`config.mk`:
```
export PLATFORM = sky130hd
export DESIGN_NAME = pl_mem_wb
export DESIGN_NICKNAME = d
export VERILOG_FILES = /design/src/rtl/pl_mem_wb.sv
export SDC_FILE = /design/constraint.sdc
export NUM_CORES = 1
export LEC_CHECK = 0
export BUFFER_PORTS_ARGS = -buffer_cell sky130_fd_sc_hd__buf_2
export CAP_MARGIN = 40
export CORE_ASPECT_RATIO = 1.5
export CORE_MARGIN = 10
export CORE_UTILIZATION = 40
export DETAILED_ROUTE_END_ITERATION = 10
export PLACE_DENSITY = 0.75
export SLEW_MARGIN = 25
export SYNTH_ARGS = -nofsm -noshare
export SYNTH_HDL_FRONTEND = slang
export SYNTH_SLANG_ARGS = --single-unit
```
`constraint.sdc`:
```
create_clock -name clk -period 1.8 [get_ports clk]
set_input_delay 0.09 -clock clk [delete_from_list [all_inputs] [get_ports clk]]
set_output_delay 0.09 -clock clk [all_outputs]
set_load 0.05 [all_outputs]
```
`src/rtl/pl_mem_wb.sv`:
```
// Memory/write-back stage: data-memory access over a req/ack handshake,
// integer/RNS register-file write-back and the architectural carry flag.

module pl_mem_wb_lane #(
    parameter int LANE = 0
) (
    input  logic [7:0] src,
    input  logic       rns,
    output logic [7:0] data
);
    // Integer writes only carry lane 0; RNS writes carry every residue lane.
    assign data = (rns || LANE == 0) ? src : 8'h00;
endmodule

module pl_mem_wb #(
    parameter int NUM_DOMAINS = 1,
    parameter int MEM_TIMEOUT = 15
) (
    input  logic                     clk,
    input  logic                     reset,
    input  logic [0:6]               EX_reg,
    input  logic [8*NUM_DOMAINS-1:0] operation_result,
    input  logic [15:0]              data_wr_addr,
    input  logic [15:0]              data_rd_addr,
    input  logic [2:0]               destination_reg_addr,
    input  logic                     destination_RNS,
    input  logic [0:4]               branch_conds_EX,
    input  logic                     mem_ack,
    input  logic [8*NUM_DOMAINS-1:0] mem_rdata,
    output logic                     mem_req,
    output logic                     mem_we,
    output logic [15:0]              mem_addr,
    output logic [8*NUM_DOMAINS-1:0] mem_wdata,
    output logic                     stall,
    output logic                     rf_wr_en,
    output logic                     rns_rf_wr_en,
    output logic [2:0]               rf_wr_addr,
    output logic [8*NUM_DOMAINS-1:0] rf_wr_data,
    output logic                     carry_flag,
    output logic                     mem_fault
);
    localparam int W  = 8 * NUM_DOMAINS;
    localparam int CW = (MEM_TIMEOUT > 1) ? $clog2(MEM_TIMEOUT + 1) : 1;

    typedef enum logic [1:0] {IDLE, REQ, WB} state_t;

    state_t                state, state_nxt;
    logic [CW-1:0]         cnt;
    logic [2:0]            lat_dest;
    logic                  lat_rns;
    logic                  ex_store, ex_wr, ex_cout, ex_load, valid;
    logic                  mem_op, alu_wr, timeout;
    logic [W-1:0]          wr_src, wr_data;
    logic                  wr_rns;
    logic [NUM_DOMAINS-1:0][7:0] wr_lanes;
    logic                  unused_ok;

    assign ex_store = EX_reg[0];
    assign ex_wr    = EX_reg[1];
    assign ex_cout  = EX_reg[2];
    assign valid    = !EX_reg[3];
    assign ex_load  = EX_reg[4];
    assign unused_ok = ^{EX_reg[5:6], branch_conds_EX[0:2], branch_conds_EX[4]};

    assign mem_op  = valid && (ex_store || ex_load);
    assign alu_wr  = valid && ex_wr && !ex_load;
    assign timeout = (MEM_TIMEOUT != 0) && (int'(cnt) == MEM_TIMEOUT - 1);

    // One shared write datapath: load data in REQ, EX result in IDLE.
    assign wr_src = (state == REQ) ? mem_rdata : operation_result;
    assign wr_rns = (state == REQ) ? lat_rns   : destination_RNS;

    for (genvar i = 0; i < NUM_DOMAINS; i++) begin : g_lane
        pl_mem_wb_lane #(.LANE(i)) u_lane (
            .src  (wr_src[8*i +: 8]),
            .rns  (wr_rns),
            .data (wr_lanes[i])
        );
    end
    assign wr_data = wr_lanes;

    always_comb begin
        state_nxt = state;
        case (state)
            IDLE:    if (mem_op) state_nxt = REQ;
            REQ: begin
                if (mem_ack)      state_nxt = mem_we ? IDLE : WB;
                else if (timeout) state_nxt = IDLE;
            end
            WB:      state_nxt = IDLE;
            default: state_nxt = IDLE;
        endcase
    end

    assign stall = (state != IDLE) || mem_op;

    always_ff @(posedge clk) begin
        if (reset) begin
            state        <= IDLE;
            cnt          <= '0;
            lat_dest     <= '0;
            lat_rns      <= 1'b0;
            mem_req      <= 1'b0;
            mem_we       <= 1'b0;
            mem_addr     <= '0;
            mem_wdata    <= '0;
            rf_wr_en     <= 1'b0;
            rns_rf_wr_en <= 1'b0;
            rf_wr_addr   <= '0;
            rf_wr_data   <= '0;
            carry_flag   <= 1'b0;
            mem_fault    <= 1'b0;
        end else begin
            state        <= state_nxt;
            rf_wr_en     <= 1'b0;
            rns_rf_wr_en <= 1'b0;
            case (state)
                IDLE: begin
                    if (valid && ex_cout) carry_flag <= branch_conds_EX[3];
                    if (mem_op) begin
                        mem_req   <= 1'b1;
                        mem_we    <= ex_store;
                        mem_addr  <= ex_store ? data_wr_addr : data_rd_addr;
                        mem_wdata <= operation_result;
                        lat_dest  <= destination_reg_addr;
                        lat_rns   <= destination_RNS;
                        cnt       <= '0;
                    end
                    if (alu_wr) begin
                        rf_wr_en     <= !destination_RNS;
                        rns_rf_wr_en <= destination_RNS;
                        rf_wr_addr   <= destination_reg_addr;
                        rf_wr_data   <= wr_data;
                    end
                end
                REQ: begin
                    if (mem_ack) begin
                        mem_req <= 1'b0;
                        if (!mem_we) begin
                            rf_wr_en     <= !lat_rns;
                            rns_rf_wr_en <= lat_rns;
                            rf_wr_addr   <= lat_dest;
                            rf_wr_data   <= wr_data;
                        end
                    end else if (timeout) begin
                        mem_req   <= 1'b0;
                        mem_fault <= 1'b1;
                    end else begin
                        cnt <= cnt + CW'(1);
                    end
                end
                default: ;
            endcase
        end
    end
endmodule

```
==> metrics.md, run 1 <==
| Metric | Value |
|---|---|
| Final wirelength | `approximately 6000 um` |
| Clk_skew | `slightly above 10 ps` |
| Synthesized area | `approximately 2100 um^2` |
| CTS tree | `done` |
| Worst min path class | `in -> reg` |
| Max capacitance violation total | `0` |
| Worst Setup End Kind | `flip-flop` |
| Status | `completed` |
| Min Tclk post-route | `around 1700 ps` |
| CTS max path bufs | `2` |
| Power Dens Cells | `between 900 and 1000 nW/um^2` |
| Drt drc | `0` |
| Boundary pin count | `roughly 110` |
| Synth top area share | `0.482` |
| Max Slew Vio Count | `0` |
| WP data arrival | `around 2000 ps` |
| Peak VDD IR | `between 0.0006 and 0.0007 V` |
| GR Overflow Total | `0` |
| Avg Vias per Cell | `just under 5` |
| H-tree depth | `2` |
| Initial antenna violation count | `0` |
| Crit path kind | `reg -> reg` |
| Unique cell type count in the Yosys netlist | `31` |
| Sequential area share after synthesis | `0.482` |
| Die height | `roughly 110 um` |
| IO Port Bufs | `102` |
| Min Hold Slack | `27.7 ps` |
| Worst slew pin tran | `354 ps` |
| Largest net degree at the start of global routing | `30` |
| Post-synthesis instance total | `about 250` |
| Root buffer cell | `clkbuf_8` |
| Inserted Diodes | `0` |
| RR Startpoint | `cnt[0]$_SDFFE_PP0P_` |
| Core Box Area | `between 5000 and 6000 um^2` |
| Most used DFF post-synth | `dfxtp_1` |
| Syn Area/Cell | `8.43 um^2` |
| First-pass GRT wire length | `9890 um` |
| Pleak | `about 1.3 nW` |
| Leading area contributor after synthesis | `dfxtp_1` |
| Area delta synth->final | `35.7%` |
| Die W | `79.4 um` |
| Reg clk slew, reported paths | `about 90 ps` |
| CP required | `2040 ps` |
| Critical Path Start | `cnt[0]$_SDFFE_PP0P_` |
| Achievable frequency | `between 500 and 600 MHz` |
| Final #Nets | `424` |
| DP HPWL | `about 4800 um` |
| Final setup vio count | `0` |
| Proportion of layout cells with a drive suffix above 1 | `0.357` |
| #FFs+latches synth | `just over 50` |
| Synth warn | `0` |
| CTS resizes | `0` |
| Num CTS Buffers | `5` |
| Clock sink count | `51` |
| Async S/R FF share, synth | `0` |
| Pre-Repair DR Iteration Count | `4` |
| Post-synth EDFFs | `0` |
| Slew margin rel. | `0.762` |
| Routed vias | `between 2000 and 2500` |
| Vias in the first global route | `~2100` |
| Drt wl/cell | `14.3 um` |
| Total nets after synthesis | `between 300 and 400` |
| Hold_sp | `operation_result[0]` |
| CP startpoint kind | `flip-flop` |
| Final hold vios | `0` |
| Pwr Total | `2.74 mW` |
| RSZ-0062 raised after global routing | `false` |
| Final worst-path cycle share | `0.968` |
| Dpl cell area | `2750 um^2` |
| Largest cells by area after synthesis | `dfxtp_1 (48%), nand2_1 (9.0%), mux2i_1 (8.0%), nor2_1 (6.6%), a211oi_1 (5.7%)` |
| Crit Path Max Fanout | `4` |
| Commonest cells post-synth | `dfxtp_1 (51), nand2_1 (51), nor2_1 (37)` |
| Initial Util | `0.413` |
| Number of cell rows | `32` |
| Initial DRC Count | `roughly 120` |
| Gpl congestion | `about 0.8` |
| Pre-CTS setup slack | `roughly 34 ps` |
| Setup ws final | `57.9 ps` |
| Die area | `a little under 9000 um^2` |
| GRT Overall Usage | `0.141` |
| Design Area, Final | `roughly 2900 um^2` |
| Antenna Nets Post-Route | `0` |
| Clock latency on the worst-skew pair | `between 300 and 400 ps` |
-- path summary, 6_finish.rpt --
path / endpoint / slack, ps / depth (start not counted)
worst max-delay path: cnt[2]$_SDFFE_PP0P_ / 60 / 6
worst max register to register: cnt[2]$_SDFFE_PP0P_ / 60 / 6
worst min-delay path: mem_wdata[0]$_SDFFE_PP0P_ / 30 / 3
worst min register to register: lat_dest[1]$_SDFFE_PP0P_ / 460 / 2
-- what timing repair did --
action | in CTS | in global routing
hold buffers | 0 | 0
setup endpoints to repair | 0 | 1
buffers inserted | 0 | 1
-- per-stage QoR --
stage	utilization	cells	TNS [ps]
CTS	0.559	423	0
floorplan	-	251	-0.611
detailed placement	0.537	415	0
global placement	0.537	415	0
finish	0.561	424	0
global route	0.561	424	0
-- layout by cell type, fill, tap and decap left out, types with 2 or more instances in the layout --
cell type / Yosys / final
a211oi_1: 16 / 16
a21oi_1: 18 / 18
a311oi_1: 11 / 11
buf_2: 5 / 102
buf_4: 0 / 12
clkbuf_8: 0 / 5
dfxtp_1: 51 / 50
ha_1: 2 / 2
inv_1: 3 / 3
mux2i_1: 17 / 17
nand2_1: 51 / 51
nand2b_1: 3 / 3
nand3_1: 2 / 2
nor2_1: 37 / 37
nor3_1: 3 / 3
o21ai_0: 4 / 4
-- metal layers --
| metal | up-vias | wire length (um) | global-route usage | share of wire |
|---|---|---|---|---|
| li1 | 1079 | - | - | - |
| met1 | 927 | 2340 | 0.144 | 0.39 |
| met2 | 66 | 3120 | 0.250 | 0.52 |
| met3 | 9 | 422 | 0.0478 | 0.070 |
| met4 | 0 | 153 | 0.0681 | 0.025 |
| met5 | - | 0 | 0 | 0 |
-- worst max-delay path: stages, from the launching register on --
cell,delay [ps]
dfxtp_2,330
inv_1,40
ha_1,190
and3_4,190
o32a_1,290
or4b_1,490
a21oi_1,140
-- sequential cells by signal (all words and copies together) (netlist names) --
register and cells:
mem_we 1, mem_wdata 8, rf_wr_en 1, state 2, mem_addr 16, mem_fault 1, rf_wr_addr 3, rf_wr_data 8
cnt 4, lat_rns 1, rns_rf_wr_en 1, carry_flag 1, mem_req 1, lat_dest 3
-- cell type report --
cell class	instances	area, um^2
inverters	3	11.3
multi-input cells	179	1020
repair buffers	115	621
fillers	532	2250
clock buffers	5	68.8
flip-flops and latches	51	1020
clock inverters	3	43.8
well taps	68	85.1
-- report_power, final --
group | internal, mW | total, mW | switching [mW]
combinational | 0.219 | 0.697 | 0.478
clock | 0.414 | 0.799 | 0.385
sequential | 1.21 | 1.25 | 0.0379
-- logic make-up (layout without fill, tap and decap cells) --
logic type | after synthesis | count (layout) | synth area share
flops | 51 | 51 | 0.482
buf+inv | 21 | 126 | 0.0402
mux | 17 | 17 | 0.0804
fa+ha+maj | 2 | 2 | 0.0118
simple gates | 105 | 105 | 0.210
compound gates | 55 | 55 | 0.175
Note: power is estimated with default switching activity, not from simulation.
==> inputs of run 2 (changes only) <==
--- a/config.mk
+++ b/config.mk
@@ -11,6 +11,7 @@
 export CORE_MARGIN = 10
 export CORE_UTILIZATION = 40
 export DETAILED_ROUTE_END_ITERATION = 10
+export GPL_TIMING_DRIVEN = 0
 export PLACE_DENSITY = 0.75
 export SLEW_MARGIN = 25
 export SYNTH_ARGS = -nofsm -noshare
==> run 2 against run 1 <==
Effect of this change: final area is 0.26% higher; sequential cell count stayed put; routed wire length is 6.2% higher; clock skew is 4.8 ps higher; maximum frequency is 1.1% lower; sequential power hardly changed; utilization is 0.15 points higher; die area stayed put; combinational power hardly changed; critical endpoint unchanged; largest power group unchanged; highest routed layer unchanged.
==> metrics.md, run 2 (synthesized netlist as in run 1, its figures left out) <==
| Metric | Value |
|---|---|
| Status | `completed` |
| Regs by FF count | `mem_addr (16), mem_wdata (8), rf_wr_data (8)` |
| GRT Overall Usage | `0.142` |
| First-pass GRT wire length | `between 10000 and 15000 um` |
| Most frequent cells in the layout | `buf_2 (104), nand2_1 (51), dfxtp_1 (48), nor2_1 (37)` |
| GR Overflow Total | `0` |
| IO Port Bufs | `100` |
| DP HPWL | `roughly 5000 um` |
| Initial DRC Count | `roughly 130` |
| Clock sink count | `slightly above 50` |
| Final worst-path cycle share | `0.979` |
| Peak VDD IR | `between 0.0005 and 0.0006 V` |
| Delay-heaviest family, CP | `simple AND/OR/NAND/NOR gates` |
| Core Box Area | `5120 um^2` |
| Total negative slack | `0 ps` |
| Area of the multi-input gates | `between 1000 and 1500 um^2` |
| Die W | `~79 um` |
| Inserted Diodes | `0` |
| Final hold vios | `0` |
| Critical Path Max Stage Delay | `490 ps` |
| Proportion of layout cells with a drive suffix above 1 | `0.364` |
| RSZ-0062 raised after global routing | `true` |
| Antenna Nets Post-Route | `0` |
| Commonest non-fill, non-tap cell in the layout | `buf_2` |
| Root buffer cell | `clkbuf_8` |
| CTS tree | `done` |
| CP required | `slightly above 2000 ps` |
| Largest net degree at the start of global routing | `17` |
| Drt wl/cell | `approximately 15 um` |
| Power Dens Cells | `just over 900 nW/um^2` |
| Final setup vio count | `0` |
| WP depth | `6` |
| Hold path cells | `3` |
| Vias in the first global route | `2133` |
| Final #Nets | `between 400 and 500` |
| CTS max path bufs | `2` |
| Reg clk slew, reported paths | `around 100 ps` |
| Avg Vias per Cell | `approximately 5.0` |
| Worst Path Buf+Inv | `1` |
| Hold buffer count at CTS | `0` |
| Initial Util | `0.413` |
| Initial antenna violation count | `0` |
| Reg-to-reg slack, setup | `40 ps` |
| Worst Reg-to-Reg Cells | `6` |
| H-tree depth | `2` |
| Worst Setup End Kind | `flip-flop` |
| Max Slew Vio Count | `0` |
| Crit path kind | `reg -> reg` |
| Worst slew pin tran | `roughly 690 ps` |
| Number of cell rows | `32` |
| Crit Path Max Fanout | `2` |
| Post-Layout Cell Count | `roughly 430` |
| Clk_skew | `about 15 ps` |
| Post-layout util | `0.562` |
| Boundary pin count | `109` |
| Die height | `between 100 and 150 um` |
| Max capacitance violation total | `0` |
| Pre-Repair DR Iteration Count | `4` |
| Min Tclk post-route | `~1800 ps` |
| Die area | `8660 um^2` |
| Area delta synth->final | `36.1%` |
| Pleak | `between 1 and 1.5 nW` |
| Achievable frequency | `568 MHz` |
| Slowest CP cell | `or4b_4` |
| Worst min path class | `in -> reg` |
| Routed vias | `~2200` |
| Num CTS Buffers | `5` |
| Clock latency on the worst-skew pair | `between 300 and 400 ps` |
| Filler cell count | `between 500 and 600` |
| Storage cell area | `~1000 um^2` |
| CP Cell Sequence | `inv_2 -> ha_4 -> and3_4 -> o32a_1 -> or4b_4 -> a21oi_2` |
| Final wirelength | `6420 um` |
| WP data arrival | `between 1500 and 2000 ps` |
| Min Hold Slack | `about 21 ps` |
| DP Cell Count | `between 400 and 500` |
| Max reg flops | `16` |
| Gpl congestion | `0.819` |
| Drt drc | `0` |
| Reg with most FFs | `mem_addr` |
| CP startpoint kind | `flip-flop` |
| Slew margin rel. | `0.539` |
==> run 2: final timing paths <==
path / from / to
setup / recovery: cnt[0]$_SDFFE_PP0P_ / cnt[2]$_SDFFE_PP0P_
hold / removal: operation_result[4] / mem_wdata[4]$_SDFFE_PP0P_
setup reg to reg: cnt[0]$_SDFFE_PP0P_ / cnt[2]$_SDFFE_PP0P_
hold reg to reg: mem_wdata[7]$_SDFFE_PP0P_ / mem_wdata[7]$_SDFFE_PP0P_
==> run 2: what timing repair did <==
item | in CTS | in global routing
endpoints found under the hold margin | 0 | 0
setup buffers | 2 | 2
pin swaps | 1 | 4
setup endpoints to repair | 23 | 35
gates resized for setup | 5 | 12
==> run 2: worst reg2reg max path, cell delays in order (launching register included) <==
cell	delay, ps
dfxtp_2	340
inv_2	40
ha_4	140
and3_4	170
o32a_1	380
or4b_4	490
a21oi_2	130
==> run 2: final cells by class <==
class | count | area share
Inverter | 3 | 0.00391
Buffer | 18 | 0.0278
Clock inverter | 2 | 0.00478
Timing Repair Buffer | 104 | 0.184
Multi-Input combinational cell | 179 | 0.364
Sequential cell | 51 | 0.357
Clock buffer | 6 | 0.0287
Tap cell | 68 | 0.0295
==> run 2: metal layers <==
| layer | up-vias | global-route usage | part of all wire |
|---|---|---|---|
| met5 | - | 0 | 0 |
| met2 | 67 | 0.260 | 0.53 |
| met4 | 0 | 0.0566 | 0.022 |
| met1 | 984 | 0.143 | 0.38 |
| met3 | 11 | 0.0486 | 0.069 |
| li1 | 1092 | - | - |
==> run 2: where the power goes <==
group	internal [mW]	leakage, nW	switching [mW]
Clock	0.315	0.0516	0.383
Combinational	0.207	0.868	0.490
Sequential	1.21	0.420	0.0399
Total	1.73	1.34	0.913
==> run 2: per-stage QoR <==
step	area [um^2]	worst slack (ps)	power, mW
6_report	2880	38.7	2.64
5_1_grt	2880	-19.5	2.75
3_5_place_dp	2710	-149	1.96
2_1_floorplan	2120	-0.611	1.75
3_3_place_gp	2710	-80.6	1.95
4_1_cts	2830	5.25	2.65
